`src/rtl/md5_pkg.sv`:
```
// rtl/md5_pkg.sv - shared MD5 round constants, K table and ROM lookup helper
package md5_pkg;

  localparam int unsigned KT_W      = 7;
  localparam int unsigned KT_OFFSET = 4;

  localparam logic [31:0] MD5_K [64] = '{
    32'hd76aa478, 32'he8c7b756, 32'h242070db, 32'hc1bdceee,
    32'hf57c0faf, 32'h4787c62a, 32'ha8304613, 32'hfd469501,
    32'h698098d8, 32'h8b44f7af, 32'hffff5bb1, 32'h895cd7be,
    32'h6b901122, 32'hfd987193, 32'ha679438e, 32'h49b40821,
    32'hf61e2562, 32'hc040b340, 32'h265e5a51, 32'he9b6c7aa,
    32'hd62f105d, 32'h02441453, 32'hd8a1e681, 32'he7d3fbc8,
    32'h21e1cde6, 32'hc33707d6, 32'hf4d50d87, 32'h455a14ed,
    32'ha9e3e905, 32'hfcefa3f8, 32'h676f02d9, 32'h8d2a4c8a,
    32'hfffa3942, 32'h8771f681, 32'h6d9d6122, 32'hfde5380c,
    32'ha4beea44, 32'h4bdecfa9, 32'hf6bb4b60, 32'hbebfbc70,
    32'h289b7ec6, 32'heaa127fa, 32'hd4ef3085, 32'h04881d05,
    32'hd9d4d039, 32'he6db99e5, 32'h1fa27cf8, 32'hc4ac5665,
    32'hf4292244, 32'h432aff97, 32'hab9423a7, 32'hfc93a039,
    32'h655b59c3, 32'h8f0ccc92, 32'hffeff47d, 32'h85845dd1,
    32'h6fa87e4f, 32'hfe2ce6e0, 32'ha3014314, 32'h4e0811a1,
    32'hf7537e82, 32'hbd3af235, 32'h2ad7d2bb, 32'heb86d391
  };

  // Addresses outside the 64-entry window read as zero.
  function automatic logic [31:0] kt_lookup(input logic [KT_W-1:0] t,
                                            input int unsigned offset);
    int unsigned idx;
    logic [31:0] result;
    idx    = 32'(t);
    result = '0;
    if (idx >= offset && idx < offset + 32'd64) begin
      result = MD5_K[6'(idx - offset)];
    end
    return result;
  endfunction

endpackage

```
`src/rtl/md5_kt_rom.sv`:
```
// rtl/md5_kt_rom.sv - K[t] constant ROM with enable-gated pipeline registers
// MD5_KT_OUTREG_EN defined: two stages (latency 2); undefined: one stage (latency 1).
module md5_kt_rom
  import md5_pkg::*;
#(
  parameter int unsigned KT_OFFSET = md5_pkg::KT_OFFSET
) (
  input  logic            CLK,
  input  logic            rst_n,
  input  logic [KT_W-1:0] kt_t,
  input  logic            kt_en,
  input  logic            kt_rst,
  output logic [31:0]     Kt
);

  logic [31:0] rom_d;
  logic [31:0] data_q;

  assign rom_d = kt_lookup(kt_t, KT_OFFSET);

`ifdef MD5_KT_OUTREG_EN
  logic [31:0] out_q;

  // kt_rst only touches the output stage; stage 1 keeps streaming.
  always_ff @(posedge CLK or negedge rst_n) begin
    if (!rst_n) begin
      data_q <= '0;
      out_q  <= '0;
    end else begin
      if (kt_en) begin
        data_q <= rom_d;
      end
      if (kt_rst) begin
        out_q <= '0;
      end else if (kt_en) begin
        out_q <= data_q;
      end
    end
  end

  assign Kt = out_q;
`else
  always_ff @(posedge CLK or negedge rst_n) begin
    if (!rst_n) begin
      data_q <= '0;
    end else if (kt_rst) begin
      data_q <= '0;
    end else if (kt_en) begin
      data_q <= rom_d;
    end
  end

  assign Kt = data_q;
`endif

endmodule

```
`src/rtl/md5_round_support.sv`:
```
// rtl/md5_round_support.sv - K[t] ROM, registered 3-input adder and enable/clear register
module md5_round_support
  import md5_pkg::*;
#(
  parameter int unsigned WIDTH     = 32,
  parameter int unsigned KT_OFFSET = md5_pkg::KT_OFFSET
) (
  input  logic             CLK,
  input  logic             rst_n,
  input  logic [KT_W-1:0]  kt_t,
  input  logic             kt_en,
  input  logic             kt_rst,
  output logic [31:0]      Kt,
  input  logic [WIDTH-1:0] add_a,
  input  logic [WIDTH-1:0] add_b,
  input  logic [WIDTH-1:0] add_c,
  input  logic             add_en,
  input  logic             add_rst,
  output logic [WIDTH-1:0] add_o,
  input  logic [WIDTH-1:0] ff_i,
  input  logic             ff_en,
  input  logic             ff_rst,
  output logic [WIDTH-1:0] ff_o
);

  logic [WIDTH-1:0] add_d, add_q;
  logic [WIDTH-1:0] ff_d, ff_q;

  md5_kt_rom #(
    .KT_OFFSET(KT_OFFSET)
  ) u_kt_rom (
    .CLK   (CLK),
    .rst_n (rst_n),
    .kt_t  (kt_t),
    .kt_en (kt_en),
    .kt_rst(kt_rst),
    .Kt    (Kt)
  );

  // Sum wraps at WIDTH bits; carry-out is intentionally dropped.
  always_comb begin
    add_d = add_q;
    if (add_rst) begin
      add_d = '0;
    end else if (add_en) begin
      add_d = add_a + add_b + add_c;
    end
  end

  always_comb begin
    ff_d = ff_q;
    if (ff_rst) begin
      ff_d = '0;
    end else if (ff_en) begin
      ff_d = ff_i;
    end
  end

  always_ff @(posedge CLK or negedge rst_n) begin
    if (!rst_n) begin
      add_q <= '0;
      ff_q  <= '0;
    end else begin
      add_q <= add_d;
      ff_q  <= ff_d;
    end
  end

  assign add_o = add_q;
  assign ff_o  = ff_q;

endmodule

```
`config.mk`:
```
export PLATFORM = sky130hd
export DESIGN_NAME = md5_round_support
export DESIGN_NICKNAME = d
export VERILOG_FILES = /design/src/rtl/md5_pkg.sv /design/src/rtl/md5_kt_rom.sv /design/src/rtl/md5_round_support.sv
export SDC_FILE = /design/constraint.sdc
export NUM_CORES = 1
export LEC_CHECK = 0
export CORE_MARGIN = 5
export CORE_UTILIZATION = 43
export CTS_CLUSTER_DIAMETER = 50
export DETAILED_ROUTE_END_ITERATION = 10
export HOLD_SLACK_MARGIN = 0.06
export PLACE_DENSITY = 0.71
export SETUP_SLACK_MARGIN = 0.15
export SYNTH_ARGS = -nofsm -noshare
export SYNTH_HDL_FRONTEND = slang
export SYNTH_HIERARCHICAL = 1
export SYNTH_SLANG_ARGS = --single-unit
```
`constraint.sdc`:
```
create_clock -name CLK -period 1.6 [get_ports CLK]
set_input_delay 0.16 -clock CLK [delete_from_list [all_inputs] [get_ports CLK]]
set_output_delay 0.16 -clock CLK [all_outputs]
set_load 0.005 [all_outputs]
```
* After elaboration in Yosys (flattened, before gate mapping)
Memories as Yosys holds them, arrays and structs flattened.
Cells that the tools add are included.
** Word-level totals
- Output and inout bits :: 96
- Register bits :: 96
- Bits in read-only memories :: 2048
- Word-level logic and storage cells :: 24
- Input port bits :: 143
- Memories :: 1
** Operators by class
- Bitwise logic cells :: 1
- Add/sub/neg operators :: 3
- Reduce and logical (&&, ||, !) cells :: 4
- $lt $le $gt $ge :: 3
- Muxes and demuxes :: 9
** Memory list
- (no name shown) :: depth 64, bits a word 32, read ports 1, clocked after Yosys merged registers in 0, wr ports 0, line md5_pkg.sv:34 : result = MD5_K[6'(idx - offset)];
** Operator list (number)
- $mux W32 :: 9
- $add A32 B32 Y32 :: 2
- $ge A7 B3 Y1 const B :: 1
- $ge A7 B7 Y1 const B :: 1
- $lt A7 B7 Y1 const B :: 1
- $not A6 Y7 :: 1
- $reduce_bool A2 Y1 :: 3
- $sub A6 B3 Y6 const B :: 1
- $logic_and A1 B1 Y1 :: 1

* Logic depth before layout (Yosys ltp)
Gate-level depths: netlist (run 1).
- Depth after elaboration :: 8
- Depth in mapped cells :: 13
- Depth with buffers taken out :: 11

* Cells and area by module
The synthesis (run 1) kept the hierarchy.
** Modules (own cells, without submodules)
- md5_round_support :: times used 1, area each 5012.3 sq um, cells an instance 492
- md5_kt_rom :: times used 1, area each 4366.7 sq um, cells an instance 604

* Worst setup path before layout (run 1)
OpenSTA, ideal clock, no wires.
- Path type :: input to register
- From :: input add_a[1]
- To :: register add_q[11], in the netlist add_o[11]
- Library setup time :: 0.132 ns
- Data arrival time :: 2.547 ns
- Cell stages on the path :: 11
- Setup slack :: -1.079 ns
- Cell sequence :: fa_1 > ha_1 > fa_1 > a21o_2 > nand4_4 > a21oi_4 > or3_2 > a21oi_1 > xnor2_1 > mux2i_1 > nor2_1
** Between the ends
- Longest elaborated chain between the ends :: 4
** RTL lines
- from (decl) :: line md5_round_support.sv:14 : input logic [WIDTH-1:0] add_a,
- $add A32 B32 Y32 (2 in series) :: line md5_round_support.sv:46 : add_d = add_a + add_b + add_c;
- $mux W32 :: line md5_round_support.sv:45 : end else if (add_en) begin
- $mux W32 :: line md5_round_support.sv:43 : if (add_rst) begin
- to (signal assigned) :: line md5_round_support.sv:61 : add_q <= '0;
- to (signal assigned) :: line md5_round_support.sv:64 : add_q <= add_d;
- to (decl) :: line md5_round_support.sv:26 : logic [WIDTH-1:0] add_d, add_q;
Every way passes these cells. The select of a mux whose other input is x is not followed.
A chain may end at the register's enable or synchronous reset.

* Final worst setup path (run 1)
- From :: input add_a[1]
- To :: register add_q[27], in the netlist add_o[27]
Same word-level chain as after synthesis.

==> reports/results.tsv, run 1 <==
metric	value	unit
finClkSkew	0	ps
hp-class	primary input to flip-flop	
drt_wl_total	48100	um
htree_num_levels	3	
power.share.clock	17.1	%
yosysWarnings	6	
vias_per_cell	6.21	
drive_above_1_share	45.9	%
clockRootBuffer	clkbuf_16	
syn_to_final_growth	91.0	%
synth_ff_type	dfrtp_1	
synth_top_cell_by_area	dfrtp_1	
worst_pin_slew	733	ps
avgSynthCellArea	8.56	um2
gr-total-overflow	0	
total_leakage_power	7.97	nW
maxCapViolCount	0	
p_per_area	770	nW/um2
r2r_end	ff_o[2]	
cts_buffers	9	
ys_seq_area_share	25.6	%
peakVddDrop	0.000600	V
netlist_instances	1096	
grt_pass1_vias	11720	
ys_seq_elements	96	
async_reset_ff_share	100	%
intPower	8.35	mW
grt_pass1_wl	67100	um
cts_num_sinks	96	
cp-start-kind	primary input	
gp_congestion	0.993	
reg2reg_slack	630	ps
route.detailed.drc	0	
fp-row-count	54	
synth.distinct_cells	92	
core	21600	um2
pwr-share-comb	62.3	%
whs_path_depth	3	
setup_viol_count_final	44	
grt_use_total	34.5	%
slew_headroom	50.9	%
ios	239	
crit-reg2reg-launch	ff_o[2]	
via_count	12025	
dr.pass1.iters	6	
hold_violations	0	
fin_crit	2680	ps
die_area	24900	um2
arrival	2950	ps
final_cell_mix	buf_4, clkdlybuf4s50_1, dfrtp_1	
die-width	158	um
insertion_delay	350	ps
ant_nets	0	
fmax	373	MHz
p_sw_share	39.5	%
cts_tree	yes	
clk_pin_slew	80	ps
status	finished, violations left	
cts.path.max_buffers	2	
synth_edf_count	0	
portBuffers	238	
n_antenna_cell	0	
rsz0062_at_grt	true	
hold_ws	164	ps
critPathCaptureType	flip-flop	
postLayoutCellArea	17900	um2
final_common_cell	buf_4	
hpwl	32000	um
timing.final.crit_share	167	%
setup_ws	-1080	ps
slew_viol_final	0	
synthTopCellsByArea	dfrtp_1, fa_1, ha_1	
synth_fp_nets	1316	
setup-tns-final	-25410	ps
utilization	82.9	%
grt_max_degree	64	
antenna_found_initial	0	
wl_per_cell	24.9	um
placedInstanceArea	14400	um2
hp-start	ff_en	
fp.dieH	158	um
nets	1872	
critPathKind	primary input to flip-flop	
violations	setup timing	
drtIter0Drc	1348	
placed_cells_incl_taps	1810	
start_util	43.4	%
cp.required	1870	ps
critPathMaxFanout	2	
whs_endpoint	ff_o[15]	
power	13.8	mW
syn-cell-area	9380	um2
ff2ff_path_depth	3	
power_switching	5.44	mW
seqPwrFrac	20.5	%
fin_cells	1937	
dpl_worst_slack	-1750	ps
yosysTopAreaCellShare	25.6	%
==> how the worst max path moves through the flow <==
stage	startpoint	end	slack, ps	cells after the start
4_1_cts	add_a[1]	add_o[31]	-900	13
5_1_grt	add_a[1]	add_o[27]	-1120	13
2_1_floorplan	add_a[1]	add_o[27]	-990	11
3_5_place_dp	add_a[1]	add_o[27]	-1750	12
6_report	add_a[1]	add_o[27]	-1080	13
3_3_place_gp	add_a[1]	add_o[27]	-1630	12
==> Yosys cell counts (all sizes together) (7+ instances only) <==
cell type  instances
nor2             106
dfrtp             96
a21oi             92
nand2             90
o21ai             77
buf               55
mux2i             53
ha                45
clkbuf            44
fa                32
nor3              32
nand3             29
o211ai            27
a21o              23
nand2b            23
a211oi            19
inv               18
nor2b             17
xnor2             17
a31oi             15
o311ai            14
xor2              11
a311oi            10
and3              10
nand4              9
o31ai              9
o221ai             8
a2111oi            7
a221o              7
a221oi             7
and2               7
==> repair_timing <==
item,in CTS,in global routing
resized for setup,430,186
hold endpoints to repair,96,0
hold buffers,1,0
pin swaps,173,138
endpoints found under the setup margin,78,78
gates cloned,7,1
setup buffers,73,31
==> registers in the layout, summed over array words and instances, names as in the netlist <==
name	count
add_o	32
u_kt_rom/Kt	32
ff_o	32
==> cell families (layout without fill, tap and decap cells) <==
group                      after synthesis  count (layout)  synth area share [%]
AOI/OAI and AO/OA                      368             368                  27.1
xor gates and xnor gates                28              28                  2.77
adders and majority gates               77              77                  12.8
buffers and inverters                  119             680                  7.00
DFF                                     96              96                  25.6
muxes                                   57              57                  6.54
and+or+nand+nor                        351             351                  18.1
==> layer usage <==
metal	GRT usage, %	part of all wire [%]
met4	13.2	4.8
met2	54.9	46
met3	7.65	11
met5	0	0
met1	45.9	38
==> worst max-delay path, cell delays in order <==
cell and delay, ps:
buf_8 100, fa_1 610, ha_4 170, fa_2 220, a21o_4 140, nand4_4 100
a21oi_4 190, o2111ai_4 180, a2111oi_4 430, buf_4 180, o211ai_2 110, and3_4 170
o31ai_4 170
==> final cells by class <==
cell class | count | area, um2
Multi-Input combinational cell | 881 | 8490
Timing Repair Buffer | 646 | 6240
Fill cell | 1255 | 3710
Sequential cell | 96 | 2400
Tap cell | 280 | 350
Clock buffer | 9 | 225
Inverter | 18 | 100
Clock inverter | 7 | 97.6
==> power by group through the flow <==
stage	Combinational [mW]	Clock (mW)	Sequential (mW)
after CTS	7.53	2.41	2.82
final	8.60	2.36	2.83
after global routing	8.98	2.51	2.85
after detailed placement	6.27	0	2.87
after floorplan	3.34	0	2.87
after global placement	6.21	0	2.85
Power figures use the tool's default switching activity.
==> run 2, diff against run 1 <==
--- a/config.mk
+++ b/config.mk
@@ -6,11 +6,12 @@
 export NUM_CORES = 1
 export LEC_CHECK = 0
 export CORE_MARGIN = 5
-export CORE_UTILIZATION = 43
+export CORE_UTILIZATION = 56
+export CTS_BUF_LIST = sky130_fd_sc_hd__clkbuf_2
 export CTS_CLUSTER_DIAMETER = 50
 export DETAILED_ROUTE_END_ITERATION = 10
 export HOLD_SLACK_MARGIN = 0.06
-export PLACE_DENSITY = 0.71
+export PLACE_DENSITY = 0.89
 export SETUP_SLACK_MARGIN = 0.15
 export SYNTH_ARGS = -nofsm -noshare
 export SYNTH_HDL_FRONTEND = slang
==> reports/results.tsv, run 2 <==
metric	value	unit	change
status	aborted with a tool error		
lastStage	global routing (5_1_grt)		
error_line	[ERROR GRT-0232] Routing congestion too high. Check the congestion heatmap in the GUI.		
cts.path.max_buffers	2		unchanged
synth-adder-area-share	12.8	%	unchanged
ios	239		unchanged
synth_top_family_by_area	compound AO/OA/AOI/OAI gates		
yosys.area_share.simple	18.1	%	unchanged
dpl_worst_slack	-1800	ps	-46.8 ps
start_util	56.8	%	+13 points
yosysTopAreaCellShare	25.6	%	unchanged
yosysWarnings	6		unchanged
synth_compound_area_share	27.1	%	unchanged
hpwl	33500	um	+4.8%
async_reset_ff_share	100	%	unchanged
fp.dieH	139	um	-12%
clockRootBuffer	clkbuf_2		
synth_ff_type	dfrtp_1		
netlist_instances	1096		unchanged
placed_cells_incl_taps	1739		-3.9%
gr-total-overflow	152		
fp-row-count	47		-13%
synth_common_cells	nor2_1, dfrtp_1, a21oi_1, nand2_1, o21ai_0		
avgSynthCellArea	8.56	um2	unchanged
cts_buffers	9		unchanged
synth_edf_count	0		unchanged
die-width	139	um	-12%
ys_seq_area_share	25.6	%	unchanged
grt_max_degree	35		
post-synth-top-count-cell	nor2_1		
synth_xor_area_share	2.77	%	unchanged
portBuffers	238		unchanged
grt_use_total	82.4	%	
synthTopCellsByArea	dfrtp_1, fa_1, ha_1		
synth.distinct_cells	92		unchanged
cts_num_sinks	96		unchanged
synthMuxAreaShare	6.54	%	unchanged
htree_num_levels	3		unchanged
gp_congestion	1.16		+17%
synth_fp_nets	1316		unchanged
syn-cell-area	9380	um2	unchanged
synth_top_cell_by_area	dfrtp_1		
ys_seq_elements	96		unchanged
-- run 2: cell counts after synthesis --
No cell type changed its count.
-- run 2: repair_timing --
item                                    in CTS
hold endpoints to repair                   123
hold buffers                                10
resized for setup                          664
gates cloned                                 1
endpoints found under the setup margin     158
pin swaps                                  121
buffers inserted                            85
-- run 2: kinds of logic after synthesis --
family,Yosys count
muxes,57
AOI/OAI and AO/OA,368
and+or+nand+nor,351
buffers and inverters,119
adders and majority gates,77
DFF,96
xor gates and xnor gates,28
-- run 2: metrics by stage --
stage          cell area, um2  hold WS (ps)  util (%)
2_1_floorplan           10100          -136         -
3_3_place_gp            14300          61.9      86.3
3_5_place_dp            14300          68.8      86.3
4_1_cts                 15400          64.0      93.3
-- run 2: layer usage --
| layer | track usage (%) | GRT overflow |
|---|---|---|
| met2 | 94.1 | 74 |
| met1 | 80.1 | 3 |
| met5 | 43.1 | 1 |
| met4 | 89.1 | 72 |
| met3 | 71.4 | 2 |
==> run 3, diff against run 2 <==
--- a/config.mk
+++ b/config.mk
@@ -6,13 +6,9 @@
 export NUM_CORES = 1
 export LEC_CHECK = 0
 export CORE_MARGIN = 5
-export CORE_UTILIZATION = 56
-export CTS_BUF_LIST = sky130_fd_sc_hd__clkbuf_2
-export CTS_CLUSTER_DIAMETER = 50
+export CORE_UTILIZATION = 40
 export DETAILED_ROUTE_END_ITERATION = 10
-export HOLD_SLACK_MARGIN = 0.06
-export PLACE_DENSITY = 0.89
-export SETUP_SLACK_MARGIN = 0.15
+export PLACE_DENSITY_LB_ADDON = 0.15
 export SYNTH_ARGS = -nofsm -noshare
 export SYNTH_HDL_FRONTEND = slang
 export SYNTH_HIERARCHICAL = 1
==> reports/results.tsv, run 3 (same netlist as run 1, synthesis figures left out) <==
metric	value	unit	change
status	finished, violations left		
violations	setup timing		
cts.path.max_buffers	2		unchanged
syn_to_final_growth	88.3	%	
cts_tree	yes		
p_per_area	769	nW/um2	
fill_cells	1645		
grt_pass1_vias	11690		
vias_per_cell	5.84		
start_util	40.3	%	-16 points
via_count	11617		
ios	239		unchanged
fp-row-count	56		+19%
finClkSkew	0	ps	
drive_above_1_share	46.2	%	
grt_pass1_wl	66500	um	
gp_congestion	1.01		-13%
final_cell_mix	buf_4, clkdlybuf4s50_1, dfrtp_1		
hold_violations	0		
utilization	75.9	%	
die-width	163	um	+17%
drt_wl_total	45800	um	
hold_ws	287	ps	
drtIter0Drc	1341		
seq_area	2400	um2	
peakVddDrop	0.000486	V	
fin_crit	2540	ps	
slew_viol_final	0		
critPathKind	primary input to flip-flop		
grt_use_total	32.0	%	
n_antenna_cell	0		
maxCapViolCount	0		
cts_num_sinks	96		unchanged
rsz0062_at_grt	true		
cp-start-kind	primary input		
critPathCaptureType	flip-flop		
nets	1885		
fmax	393	MHz	
portBuffers	238		unchanged
setup_viol_count_final	38		
ant_nets	0		
grt_max_degree	44		
wl_per_cell	23.0	um	
arrival	2790	ps	
slew_headroom	35.7	%	
total_leakage_power	7.66	nW	
insertion_delay	350	ps	
clockRootBuffer	clkbuf_16		
setup_ws	-943	ps	
die_area	26600	um2	
dr.pass1.iters	6		
gr-total-overflow	0		
hp-class	primary input to asynchronous set/reset pin		
multi_input_area	8250	um2	
cp.required	1840	ps	
core	23300	um2	
ff2ff_path_depth	1		
antenna_found_initial	0		
worst_pin_slew	961	ps	
timing.final.crit_share	159	%	
critPathMaxFanout	2		
hpwl	32100	um	-4.3%
final_common_cell	buf_4		
htree_num_levels	3		unchanged
fp.dieH	163	um	+17%
clk_pin_slew	70	ps	
route.detailed.drc	0		
cts_buffers	9		unchanged
[run 3: per-layer routing]
metal / vias up / wire length, um / track usage [%]
met5: - / 0 / 0
met4: 0 / 1650 / 10.7
met3: 144 / 4630 / 7.95
met2: 714 / 21100 / 50.7
met1: 5547 / 18400 / 43.0
li1: 5212 / - / -
[run 3: power breakdown]
group / switching, mW / internal (mW) / leakage, nW / total (mW)
logic: 4.07 / 4.54 / 6.23 / 8.61
clock network: 0.996 / 1.15 / 0.143 / 2.14
registers: 0.153 / 2.67 / 1.28 / 2.83
total: 5.22 / 8.36 / 7.66 / 13.6
[run 3: path summary, 6_finish.rpt]
| check | from | endpoint | slack, ps |
|---|---|---|---|
| setup / recovery | add_a[1] | add_o[31] | -940 |
| hold / removal | rst_n | ff_o[24] | 290 |
| setup reg to reg | u_kt_rom/Kt[12] | u_kt_rom/Kt[12] | 740 |
| hold reg to reg | u_kt_rom/Kt[29] | u_kt_rom/Kt[29] | 480 |
| max in group asynchronous | rst_n | ff_o[23] | 750 |
| min in group CLK | add_a[0] | add_o[0] | 320 |
[run 3: worst max-delay path, stage by stage]
cell       delay [ps]
buf_6              90
fa_1              520
ha_4              190
fa_2              350
a21o_4            230
nand4_4           110
a21oi_4            70
o2111ai_4         260
a2111oi_4         130
buf_4             160
o211ai_1          210
mux2i_1           210
nand2_1            70
[run 3: area by class of cell]
class,count,area share (%)
Timing Repair Buffer,659,35.3
Tap cell,319,2.26
Sequential cell,96,13.6
Clock inverter,4,0.156
Multi-Input combinational cell,881,46.7
Inverter,18,0.496
Clock buffer,12,1.45
[run 3: stage by stage]
stage	TNS, ps	total power, mW	area, um2	setup WS (ps)	instances
after floorplan	-28470	6.20	10100	-986	1096
after global placement	-65250	9.11	14600	-1550	1861
after detailed placement	-66830	9.19	14600	-1610	1861
after CTS	-18660	12.6	16700	-962	1958
after global routing	-22250	14.2	17700	-1020	1989
final	-20190	13.6	17700	-943	1989
[run 3: repair_timing]
action | 4_1_cts | 5_1_grt
hold buffers | 1 | 0
gates cloned | 4 | 1
hold endpoints to repair | 28 | 0
buffers inserted | 84 | 40
pin swaps | 156 | 148
endpoints found under the setup margin | 62 | 57
resized for setup | 380 | 187
